[src/rtl/alu_mc.sv]
// alu_mc: multi-cycle ALU with valid/ready handshakes on request and result sides.
// Define ALU_MULDIV_EN to build the iterative MUL/DIVU/REMU unit; without it those codes return 0.
module alu_mc #(
    parameter int WIDTH = 32
) (
    input  logic             clk,
    input  logic             rst_n,
    input  logic             in_valid,
    output logic             in_ready,
    input  logic [WIDTH-1:0] A,
    input  logic [WIDTH-1:0] B,
    input  logic [3:0]       ALUCtrl,
    output logic             out_valid,
    input  logic             out_ready,
    output logic [WIDTH-1:0] Y,
    output logic             ZERO,
    output logic [1:0]       dbg_state
);

    // Request taken on in_valid && in_ready, result taken on out_valid && out_ready;
    // in_ready (IDLE) and out_valid (DONE) are never high together.
    localparam int SH = $clog2(WIDTH);

    typedef enum logic [1:0] {
        IDLE = 2'd0,
        BUSY = 2'd1,
        DONE = 2'd2
    } state_t;

    state_t           state_q, state_d;
    logic [WIDTH-1:0] y_q, y_d;
    logic             zero_q, zero_d;
    logic             accept;

    function automatic logic [WIDTH-1:0] simple_op(input logic [3:0] op,
                                                   input logic [WIDTH-1:0] a,
                                                   input logic [WIDTH-1:0] b);
        logic [WIDTH-1:0] r;
        r = '0;
        case (op)
            4'b0000: r = a & b;
            4'b0001: r = a | b;
            4'b0010: r = a + b;
            4'b0011: r = a ^ b;
            4'b0100: r = a << b[SH-1:0];
            4'b0101: r = a >> b[SH-1:0];
            4'b0110: r = a - b;
            4'b0111: r = {{(WIDTH-1){1'b0}}, ($signed(a) < $signed(b))};
            default: r = '0;
        endcase
        return r;
    endfunction

    assign accept    = in_valid && in_ready;
    assign in_ready  = (state_q == IDLE);
    assign out_valid = (state_q == DONE);
    assign Y         = y_q;
    assign ZERO      = zero_q;
    assign dbg_state = state_q;

`ifdef ALU_MULDIV_EN
    localparam logic [SH-1:0] LAST_ITER = SH'(WIDTH - 1);

    // MUL: a_q = shifted multiplicand, b_q = shifted multiplier, acc_q = partial sum.
    // DIVU/REMU: a_q = dividend shifting into quotient, b_q = divisor, acc_q = remainder.
    logic [SH-1:0]    cnt_q, cnt_d;
    logic [WIDTH-1:0] acc_q, acc_d, a_q, a_d, b_q, b_d;
    logic [3:0]       op_q, op_d;
    logic             is_muldiv;
    logic [WIDTH-1:0] mul_acc, rem_next, quo_next, iter_res;
    logic [WIDTH:0]   div_r, div_diff;
    logic             div_fits;

    assign is_muldiv = ALUCtrl inside {4'b1000, 4'b1001, 4'b1010};
    assign mul_acc   = b_q[0] ? (acc_q + a_q) : acc_q;
    assign div_r     = {acc_q, a_q[WIDTH-1]};
    assign div_diff  = div_r - {1'b0, b_q};
    assign div_fits  = !div_diff[WIDTH];
    assign rem_next  = div_fits ? div_diff[WIDTH-1:0] : div_r[WIDTH-1:0];
    assign quo_next  = {a_q[WIDTH-2:0], div_fits};
    assign iter_res  = (op_q == 4'b1000) ? mul_acc :
                       (op_q == 4'b1001) ? quo_next : rem_next;
`endif

    always_comb begin
        state_d = state_q;
        y_d     = y_q;
        zero_d  = zero_q;
`ifdef ALU_MULDIV_EN
        cnt_d   = cnt_q;
        acc_d   = acc_q;
        a_d     = a_q;
        b_d     = b_q;
        op_d    = op_q;
`endif
        case (state_q)
            IDLE: begin
                if (accept) begin
`ifdef ALU_MULDIV_EN
                    if (is_muldiv) begin
                        state_d = BUSY;
                        op_d    = ALUCtrl;
                        cnt_d   = '0;
                        acc_d   = '0;
                        a_d     = A;
                        b_d     = B;
                    end else begin
                        state_d = DONE;
                        y_d     = simple_op(ALUCtrl, A, B);
                        zero_d  = (simple_op(ALUCtrl, A, B) == '0);
                    end
`else
                    state_d = DONE;
                    y_d     = simple_op(ALUCtrl, A, B);
                    zero_d  = (simple_op(ALUCtrl, A, B) == '0);
`endif
                end
            end
`ifdef ALU_MULDIV_EN
            BUSY: begin
                if (op_q == 4'b1000) begin
                    acc_d = mul_acc;
                    a_d   = a_q << 1;
                    b_d   = b_q >> 1;
                end else begin
                    acc_d = rem_next;
                    a_d   = quo_next;
                end
                cnt_d = cnt_q + 1'b1;
                if (cnt_q == LAST_ITER) begin
                    state_d = DONE;
                    cnt_d   = '0;
                    y_d     = iter_res;
                    zero_d  = (iter_res == '0);
                end
            end
`endif
            DONE: begin
                if (out_ready) state_d = IDLE;
            end
            default: state_d = IDLE;
        endcase
    end

    always_ff @(posedge clk or negedge rst_n) begin
        if (!rst_n) begin
            state_q <= IDLE;
            y_q     <= '0;
            zero_q  <= 1'b1;
        end else begin
            state_q <= state_d;
            y_q     <= y_d;
            zero_q  <= zero_d;
        end
    end

`ifdef ALU_MULDIV_EN
    always_ff @(posedge clk or negedge rst_n) begin
        if (!rst_n) begin
            cnt_q <= '0;
            acc_q <= '0;
            a_q   <= '0;
            b_q   <= '0;
            op_q  <= '0;
        end else begin
            cnt_q <= cnt_d;
            acc_q <= acc_d;
            a_q   <= a_d;
            b_q   <= b_d;
            op_q  <= op_d;
        end
    end
`endif

endmodule

[config.mk]
export PLATFORM = sky130hd
export DESIGN_NAME = alu_mc
export DESIGN_NICKNAME = d
export VERILOG_FILES = /design/src/rtl/alu_mc.sv
export SDC_FILE = /design/constraint.sdc
export NUM_CORES = 1
export LEC_CHECK = 0
export CORE_MARGIN = 5
export CORE_UTILIZATION = 50
export DETAILED_ROUTE_END_ITERATION = 7
export PLACE_DENSITY = 0.72
export SLEW_MARGIN = 10
export SYNTH_ARGS = -nofsm -noshare
export SYNTH_HDL_FRONTEND = slang
export SYNTH_SLANG_ARGS = --single-unit
[constraint.sdc]
create_clock -name clk -period 6.63 [get_ports clk]
set_clock_uncertainty 0.1 [all_clocks]
set_input_delay 1.326 -clock clk [delete_from_list [all_inputs] [get_ports clk]]
set_output_delay 1.326 -clock clk [all_outputs]
set_load 0.02 [all_outputs]
# After elaboration in Yosys (flattened, before gate mapping)
# Cells that the tools add are included.
dict set report word_totals {
  mem_bits_rw 0
  latchBits 0
  inputBits 72
  out_inout_bits 37
  n_memories 0
  romBits 0
  regBits 35
  word_cells 33
}
dict set report op_classes {
  magnitude_cmp 1
  n_eq_ne 10
  shifts 2
  addsub 2
  bitwise_logic 3
  n_reduce_logical 6
  mux 6
  mul 0
  n_div 0
}
# op count
set ops {}
lappend ops {{one-hot mux 32 bit (8 select lines)} 1}
lappend ops {{two-way mux 32 bit} 2}
lappend ops {{adder 32 bit} 1}
lappend ops {{AND 32 bit} 1}
lappend ops {{logical NOT 32 bit} 1}
lappend ops {{< comparator 32 bit} 1}
lappend ops {{OR 32 bit} 1}
lappend ops {{<< shifter 32 x 5 -> 32 bit} 1}
lappend ops {{right shift 32 x 5 -> 32 bit} 1}
lappend ops {{subtractor 32 bit} 1}
lappend ops {{XOR 32 bit} 1}
lappend ops {{equality test 4 x 3 -> 1 bit, second input constant} 4}
lappend ops {{equality test 4 x 2 -> 1 bit, second input constant} 2}
lappend ops {{equality test 4 x 1 -> 1 bit, second input constant} 1}
lappend ops {{logical NOT 4 bit} 1}
lappend ops {{two-way mux 2 bit} 2}
lappend ops {{inequality test 2 x 1 -> 1 bit, second input constant} 2}
lappend ops {{one-hot mux 2 bit (2 select lines)} 1}
lappend ops {{AND reduction 2 bit} 2}
lappend ops {{equality test 2 bit, second input constant} 1}
lappend ops {{logical NOT 2 bit} 1}
lappend ops {{logical AND 1 bit} 1}

# Depth between registers and ports, before layout
# Gate-level depths: netlist of run 1.
dict set report depth {
  ltp_word 5
  mapped_depth 19
  depth_no_buf 16
}

# Worst setup path before layout of run 1
# Ideal clock, no wire load.
dict set report synth_path {
  path_kind {input to register}
  from {input port B[1]}
  to {register zero_q (netlist: ZERO)}
  cell_stages 18
  path_buffers 4
  setup_ns 0.080
  required_ns 6.450
  path_slack_ns 1.015
  t_arrival_ns 5.435
  cell_sequence {buf_2 > inv_2 > buf_2 > buf_2 > buf_1 > ha_1 > o21bai_1 > nand3_1 > a2111oi_0 > o311ai_1 > a21oi_1 > nor2_1 > or3_1 > and3_1 > o32ai_1 > nor4_2 > and4_1 > a32o_1}
}
dict set report synth_between {
  elab_chain_cells 5
  word_cells_on_any_way 12
  classes_between {add/sub (2); order compare (1); shift (2); mux (3); bitwise (3); reduce/logical (1)}
}
# element line_no
set synth_rtl {}
lappend synth_rtl {{start: declaration} 11} ;# input logic [WIDTH-1:0] B,
lappend synth_rtl {{subtractor 32 bit, or another cell as far along} 47} ;# 4'b0110: r = a - b;
lappend synth_rtl {{one-hot mux 32 bit (8 select lines) *} 40} ;# case (op)
lappend synth_rtl {{two-way mux 32 bit *} 98} ;# if (accept) begin
lappend synth_rtl {{two-way mux 32 bit *} 96} ;# case (state_q)
lappend synth_rtl {{logical NOT 32 bit *} 115} ;# zero_d = (simple_op(ALUCtrl, A, B) == '0);
lappend synth_rtl {{end signal: assignment} 153} ;# zero_q <= zero_d;
lappend synth_rtl {{end: declaration} 32} ;# logic zero_q, zero_d;
# Every way passes the cells marked *; elsewhere a longest branch is shown, timed or not. The select of a mux whose other input is x is not followed.
# A chain may end at the register's enable or synchronous reset.

# Final worst setup path of run 1
dict set report layout_path {
  from {input port A[7]}
  to {register zero_q (netlist: ZERO)}
}
dict set report layout_between {
  elab_chain_cells 5
  word_cells_on_any_way 12
  classes_between {add/sub (2); order compare (1); shift (2); mux (3); bitwise (3); reduce/logical (1)}
}
# element line_no
set layout_rtl {}
lappend layout_rtl {{start: declaration} 10} ;# input logic [WIDTH-1:0] A,
lappend layout_rtl {{subtractor 32 bit, or another cell as far along} 47}
lappend layout_rtl {{one-hot mux 32 bit (8 select lines) *} 40}
lappend layout_rtl {{two-way mux 32 bit *} 98}
lappend layout_rtl {{two-way mux 32 bit *} 96}
lappend layout_rtl {{logical NOT 32 bit *} 115}
# Marked as above.

==> results of run 1 <==
-- cell type report --
class | instances | area [sq um] | area share, %
Clock buffer | 7 | 143 | 1.21
Timing Repair Buffer | 161 | 1480 | 12.5
Clock inverter | 1 | 5.00 | 0.0423
Sequential cell | 34 | 852 | 7.20
Tap cell | 270 | 338 | 2.86
Inverter | 101 | 379 | 3.21
Multi-Input combinational cell | 1138 | 8630 | 73.0
-- timing repair --
item,4_1_cts,5_1_grt
endpoints found under the setup margin,0,1
setup buffers,0,0
endpoints found under the hold margin,0,0
gates resized for setup,0,1
-- kinds of logic after synthesis --
| group | synth area share, % |
|---|---|
| AOI/OAI and AO/OA | 30.8 |
| DFF | 8.25 |
| buffers and inverters | 8.38 |
| and+or+nand+nor | 20.0 |
| xor gates and xnor gates | 0.848 |
| muxes | 19.3 |
| other | 0.0363 |
| adders and majority gates | 12.4 |
-- power by group --
group	leakage, nW	switching (W)	internal, W
Clock	0.0739	0.0000841	0.000149
Sequential	0.433	0.0000227	0.000253
Combinational	4.52	0.000680	0.000431
Total	5.02	0.000786	0.000833
-- cell usage in the layout (no fill, tap or decap), drive strengths merged, types with 9 or more instances in the layout --
cell type / n
nand2: 149
nor2: 108
clkdlybuf4s50: 102
inv: 100
ha: 99
a21oi: 86
mux2i: 75
o21ai: 75
buf: 59
mux4: 47
nand3: 35
dfrtp: 33
a22oi: 30
nor3: 28
o22ai: 26
nand2b: 22
a211oi: 20
o211ai: 19
a31oi: 19
a21o: 16
a221oi: 16
nor2b: 15
o31ai: 15
mux2: 15
nor4: 15
nand4: 13
o221ai: 12
o21bai: 11
o32ai: 11
and2: 11
xnor2: 9
a2111oi: 9
-- per-layer routing --
layer / global-route usage [%] / vias to the layer above / share of wire, %
met3: 5.65 / 126 / 12
met4: 12.9 / 0 / 4.2
met1: 53.6 / 5768 / 40
li1: - / 5349 / -
met2: 57.4 / 923 / 44
met5: 0 / - / 0
-- registers in the layout (all words and copies together) (netlist names) --
signal	cells
Y	32
ZERO	1
dbg_state	1
-- critical path, cell delays in order --
cell and delay, ns:
clkdlybuf4s50_1 0.77, inv_1 0.15, ha_1 0.56, nand3_1 0.27
nor4_1 0.44, nor3b_1 0.21, a31oi_2 0.34, a21oi_1 0.17
o41ai_1 0.43, nor3_1 0.08, a2111oi_0 0.38, a2bb2oi_1 0.13
a2111oi_1 0.53, and4_1 0.29, a32o_1 0.16
-- worst max path at each step --
stage / start / to / slack [ns] / cells after the start
4_1_cts: A[7] / ZERO$_DFFE_PN1P_ / 0.53 / 15
2_1_floorplan: B[1] / ZERO$_DFFE_PN1P_ / 1.02 / 18
3_5_place_dp: A[7] / ZERO$_DFFE_PN1P_ / 0.25 / 15
3_3_place_gp: A[16] / ZERO$_DFFE_PN1P_ / 0.31 / 16
6_report: A[7] / ZERO$_DFFE_PN1P_ / 0.51 / 15
5_1_grt: A[7] / ZERO$_DFFE_PN1P_ / 0.09 / 15
-- synth_stat cells (8+ instances only) --
cell type,number,area share (%)
dfrtp_1,33,8.0
mux4_2,45,9.8
ha_1,99,12
buf_1,14,0.51
a31oi_1,18,1.1
nor3_1,28,1.4
and3_1,8,0.48
o221ai_1,12,1.0
a211oi_1,19,1.4
a2111oi_0,8,0.68
o31ai_1,15,1.1
a21o_1,16,1.2
and2_1,10,0.61
buf_2,26,1.3
nor2b_1,15,0.91
a22oi_1,30,2.2
xnor2_1,9,0.76
o21bai_1,11,0.80
o211ai_1,19,1.4
nand4_1,13,0.79
a21oi_1,86,4.2
nand3_1,35,1.7
mux2i_1,73,7.1
inv_1,97,3.5
a221oi_1,15,1.3
mux2_2,12,1.3
o32ai_1,11,0.93
nor4_1,11,0.67
nand2b_1,22,1.3
nand2_1,149,5.4
o21ai_0,69,3.3
clkbuf_1,58,2.1
o22ai_1,26,1.6
nor2_1,108,3.9
-- through the flow --
stage          std cells  area [sq um]
2_1_floorplan       1380         10300
3_3_place_gp        1704         11700
3_5_place_dp        1704         11700
4_1_cts             1712         11800
5_1_grt             1712         11800
6_report            1712         11800
==> results.toml, run 1 <==
[status]
outcome = "complete, no violations"

[timing]
setup_viol = 0
max_slew_margin_pct = 16.1
fin_crit_ns = 6.12
rsz0062_at_grt = "no"
fin_ws_ns = 0.506
setup_tns_ns = 0
fmax_ghz = 0.163
tightest_slew_ns = 1.26
finalHoldViolations = 0
fin_crit_sh_pct = 92.4
finalHoldWorstSlack_ns = 0.371
slew_violations = 0

[drt]
num_vias = 12200
ant_nets = 0
drt_first_pass_iters = 6
avgRoutedWirePerCell_um = 27.3
drt_first_iter_violations = 1886
drc = 0
drt_wl_total_um = 46700
via_per_inst = 7.11

[clocking]
clkSlewWorstSetupHoldPaths_ns = 0.05
cts.hold.buffers_added = 0
root_buffer = "clkbuf_16"
cts_max_level = 2
numCtsBuffers = 5
clock-sinks = 34
cts_tree = "built"
cts.path.max_buffers = 2
clk_latency_ns = 0.28

[global_route]
grt_pass1_vias = 11100
antenna_found_initial = 0
grt_max_degree = 75
grt_pass1_wl_um = 69200
grt_use_total_pct = 37.4
grt-ovfl-total = 0

[pwr]
ir_drop_mv = 0.108
p_leak_nw = 5.02
finalPower_w = 0.00162
pwr_density_cell_nw_per_um2 = 137

[die]
ios = 109
core-area_sq_um = 20300
die_height_um = 154
start_util_pct = 50.9
die_area_sq_um = 23600
die_w_um = 154
row_count = 52

[worst_setup_path]
endpoint_kind = "flip-flop"
critPathRequiredTime_ns = 6.75
cp_data_arrival_time_ns = 6.25
critPathMaxFanout = 12
ff2ff_path_depth = 11
path_class = "in2reg"
start_kind = "primary input"
r2r_end = "ZERO$_DFFE_PN1P_"
timing.rr.start = "dbg_state[1]$_DFFE_PN0P_"
r2r_slack_ns = 3.65

[layout]
drive_gt1_share_pct = 10.7
num_antenna_cells = 0
nFillCells = 1947
nets = 1614
synthToLayoutAreaGrowth_pct = 14.5
fin_util_pct = 58.3

[synth]
ys_types = 94
synth-edff-count = 0
synth-async-reset-ratio_pct = 100
avgSynthCellArea_sq_um = 7.49
synth_warnings = 0
synthFlopType = "dfrtp_1"
syn-cell-area_sq_um = 10300
ys_seq_area_share_pct = 8.25
syn_nets = 1553
netlist_instances = 1380
yosys_register_bits = 34

[hold_path]
hold_path.class = "reg2reg"
worstHoldStart = "Y[25]$_DFFE_PN0P_"
min_to = "Y[25]$_DFFE_PN0P_"
hold_path_depth = 2

[place]
dp_hpwl_um = 37400
dp_worst_setup_slack_ns = 0.251
gp_congestion = 1.08
port_buffers = 107

[job]
drv_cap = 0
Note: power is estimated with default switching activity, not from simulation.
==> inputs of run 2 (changes only) <==
--- a/config.mk
+++ b/config.mk
@@ -5,7 +5,6 @@
 export SDC_FILE = /design/constraint.sdc
 export NUM_CORES = 1
 export LEC_CHECK = 0
-export CORE_MARGIN = 5
 export CORE_UTILIZATION = 50
 export DETAILED_ROUTE_END_ITERATION = 7
 export PLACE_DENSITY = 0.72
==> run 2 against run 1 <==
Effect of this change:
- design area about the same
- hold slack about the same
- via count increased by 0.15%
- critical path depth unchanged
- critical path type unchanged
- largest cell class unchanged
- highest routed layer unchanged
==> results.toml, run 2 (synthesized netlist as in run 1, its figures left out) <==
[status]
outcome = "complete, no violations"

[place]
dpl-instance-area_sq_um = 11700
dp_hpwl_um = 36800
gp_congestion = 1.07
place_inst = 1703
port_buffers = 107

[worst_setup_path]
ff2ff_path_depth = 11
critPathMaxFanout = 12
endpoint_kind = "flip-flop"
critPathRequiredTime_ns = 6.75
start_kind = "primary input"
r2r_slack_ns = 3.72
cp_data_arrival_time_ns = 6.42
path_class = "in2reg"
r2r_end = "ZERO$_DFFE_PN1P_"
timing.rr.start = "dbg_state[1]$_DFFE_PN0P_"

[clocking]
clk_latency_ns = 0.28
cts_max_level = 2
cts_setup_buffers = 0
cts_tree = "built"
root_buffer = "clkbuf_16"
clock-sinks = 34
cts_resized = 0
clkSlewWorstSetupHoldPaths_ns = 0.05
cts.path.max_buffers = 2
cts.hold.buffers_added = 0
numCtsBuffers = 5

[die]
die_w_um = 146
die_height_um = 146
die_area_sq_um = 21200
core-area_sq_um = 20200
ios = 109
row_count = 52
start_util_pct = 51.1

[layout]
fin_area_sq_um = 11800
largest_register_ffs = 32
nFillCells = 1922
final_cell_mix = "nand2_1 (149), nor2_1 (107), clkdlybuf4s50_1 (102)"
final_cells = 1712
layout_commonest_cell = "nand2_1"
multi_input_area_sq_um = 8640
layout.area.seq_sq_um = 852
nets = 1613
drive_gt1_share_pct = 10.8
synthToLayoutAreaGrowth_pct = 14.5

[drt]
drt-met1-wl_um = 18700
met3_wirelength_um = 5480
wl_met2_um = 19900
avgRoutedWirePerCell_um = 27.0
drc = 0
drt_first_iter_violations = 1986
top_layer = "met4"
drt_wl_total_um = 46200
via_per_inst = 7.12
num_vias = 12200
ant_nets = 0
drt_first_pass_iters = 6

[timing]
setup_tns_ns = 0
fmax_ghz = 0.159
tightest_slew_ns = 1.27
max_slew_margin_pct = 14.6
fin_crit_ns = 6.30
setup_viol = 0
rsz0062_at_grt = "no"
finalHoldViolations = 0
fin_crit_sh_pct = 95.1
slew_violations = 0

[global_route]
antenna_found_initial = 1
grt_max_degree = 55
grt-ovfl-total = 0
grt_pass1_wl_um = 69900
grt_use_total_pct = 42.9
grt_pass1_vias = 11200

[pwr]
p_seq_share_pct = 17.2
p_leak_nw = 5.02
switchingPower_w = 0.000786
pwr-share-comb_pct = 68.9
ir_drop_mv = 0.0838
p_int_w = 0.000823
p_clk_share_pct = 13.9
pwr_density_cell_nw_per_um2 = 136
switching_share_pct = 48.9

[hold_path]
hold_path.class = "reg2reg"
worstHoldStart = "Y[13]$_DFFE_PN0P_"
min_to = "Y[13]$_DFFE_PN0P_"
hold_path_depth = 2

[job]
drv_cap = 0
==> run 2: cell types whose count changed in the layout (fill, tap and decap cells not counted), sizes merged <==
cell | previous run | this run
buf | 59 | 58
clkbuf | 7 | 5
clkinv | 2 | 3
clkinvlp | 0 | 1
diode | 0 | 1
==> run 2: power by group through the flow <==
stage	Clock [W]	Sequential, W	Combinational [W]
finish	0.000224	0.000277	0.00111
CTS	0.000229	0.000277	0.00108
detailed placement	0	0.000281	0.00107
global route	0.000239	0.000283	0.00117
floorplan	0	0.000336	0.000601
global placement	0	0.000278	0.00107
==> run 2: metal layers <==
layer | vias up | track usage (%)
met5 | - | 0
met4 | 0 | 16.1
met3 | 148 | 7.77
met2 | 905 | 65.7
met1 | 5772 | 59.9
li1 | 5359 | -
==> run 2: worst max-delay path by stage <==
stage | from | slack, ns | cells after the start | endpoint
floorplan | B[1] | 1.02 | 18 | ZERO$_DFFE_PN1P_
global placement | A[17] | 0.38 | 15 | ZERO$_DFFE_PN1P_
detailed placement | A[7] | 0.25 | 15 | ZERO$_DFFE_PN1P_
CTS | A[7] | 0.52 | 15 | ZERO$_DFFE_PN1P_
global route | A[7] | 0.09 | 15 | ZERO$_DFFE_PN1P_
finish | A[7] | 0.33 | 15 | ZERO$_DFFE_PN1P_
==> run 2: area by class of cell <==
type | count | area share, %
multi-input cells | 1138 | 73.0
diodes | 1 | 0.0212
clock inverters | 3 | 0.180
repair buffers | 160 | 12.4
well taps | 270 | 2.86
flip-flops and latches | 34 | 7.21
inverters | 101 | 3.21
clock buffers | 5 | 1.06
==> run 2: worst max-delay path, stage by stage <==
cell	delay (ns)
clkdlybuf4s50_1	0.74
inv_1	0.13
ha_1	0.57
nand3_1	0.26
nor4_1	0.45
nor3b_1	0.20
a31oi_2	0.31
a21oi_1	0.15
o41ai_1	0.47
nor3_1	0.08
a2111oi_0	0.43
a2bb2oi_1	0.12
a2111oi_0	0.73
and4_1	0.30
a32o_1	0.17
==> run 2: per-stage QoR <==
stage / util [%] / power, W / hold slack (ns) / setup WS [ns]
finish: 58.4 / 0.00161 / 0.370 / 0.328
global route: 58.4 / 0.00170 / 0.403 / 0.0948
CTS: 58.4 / 0.00158 / 0.376 / 0.521
detailed placement: 57.7 / 0.00135 / 0.362 / 0.251
global placement: 57.7 / 0.00134 / 0.359 / 0.383
floorplan: - / 0.000937 / 0.489 / 1.02
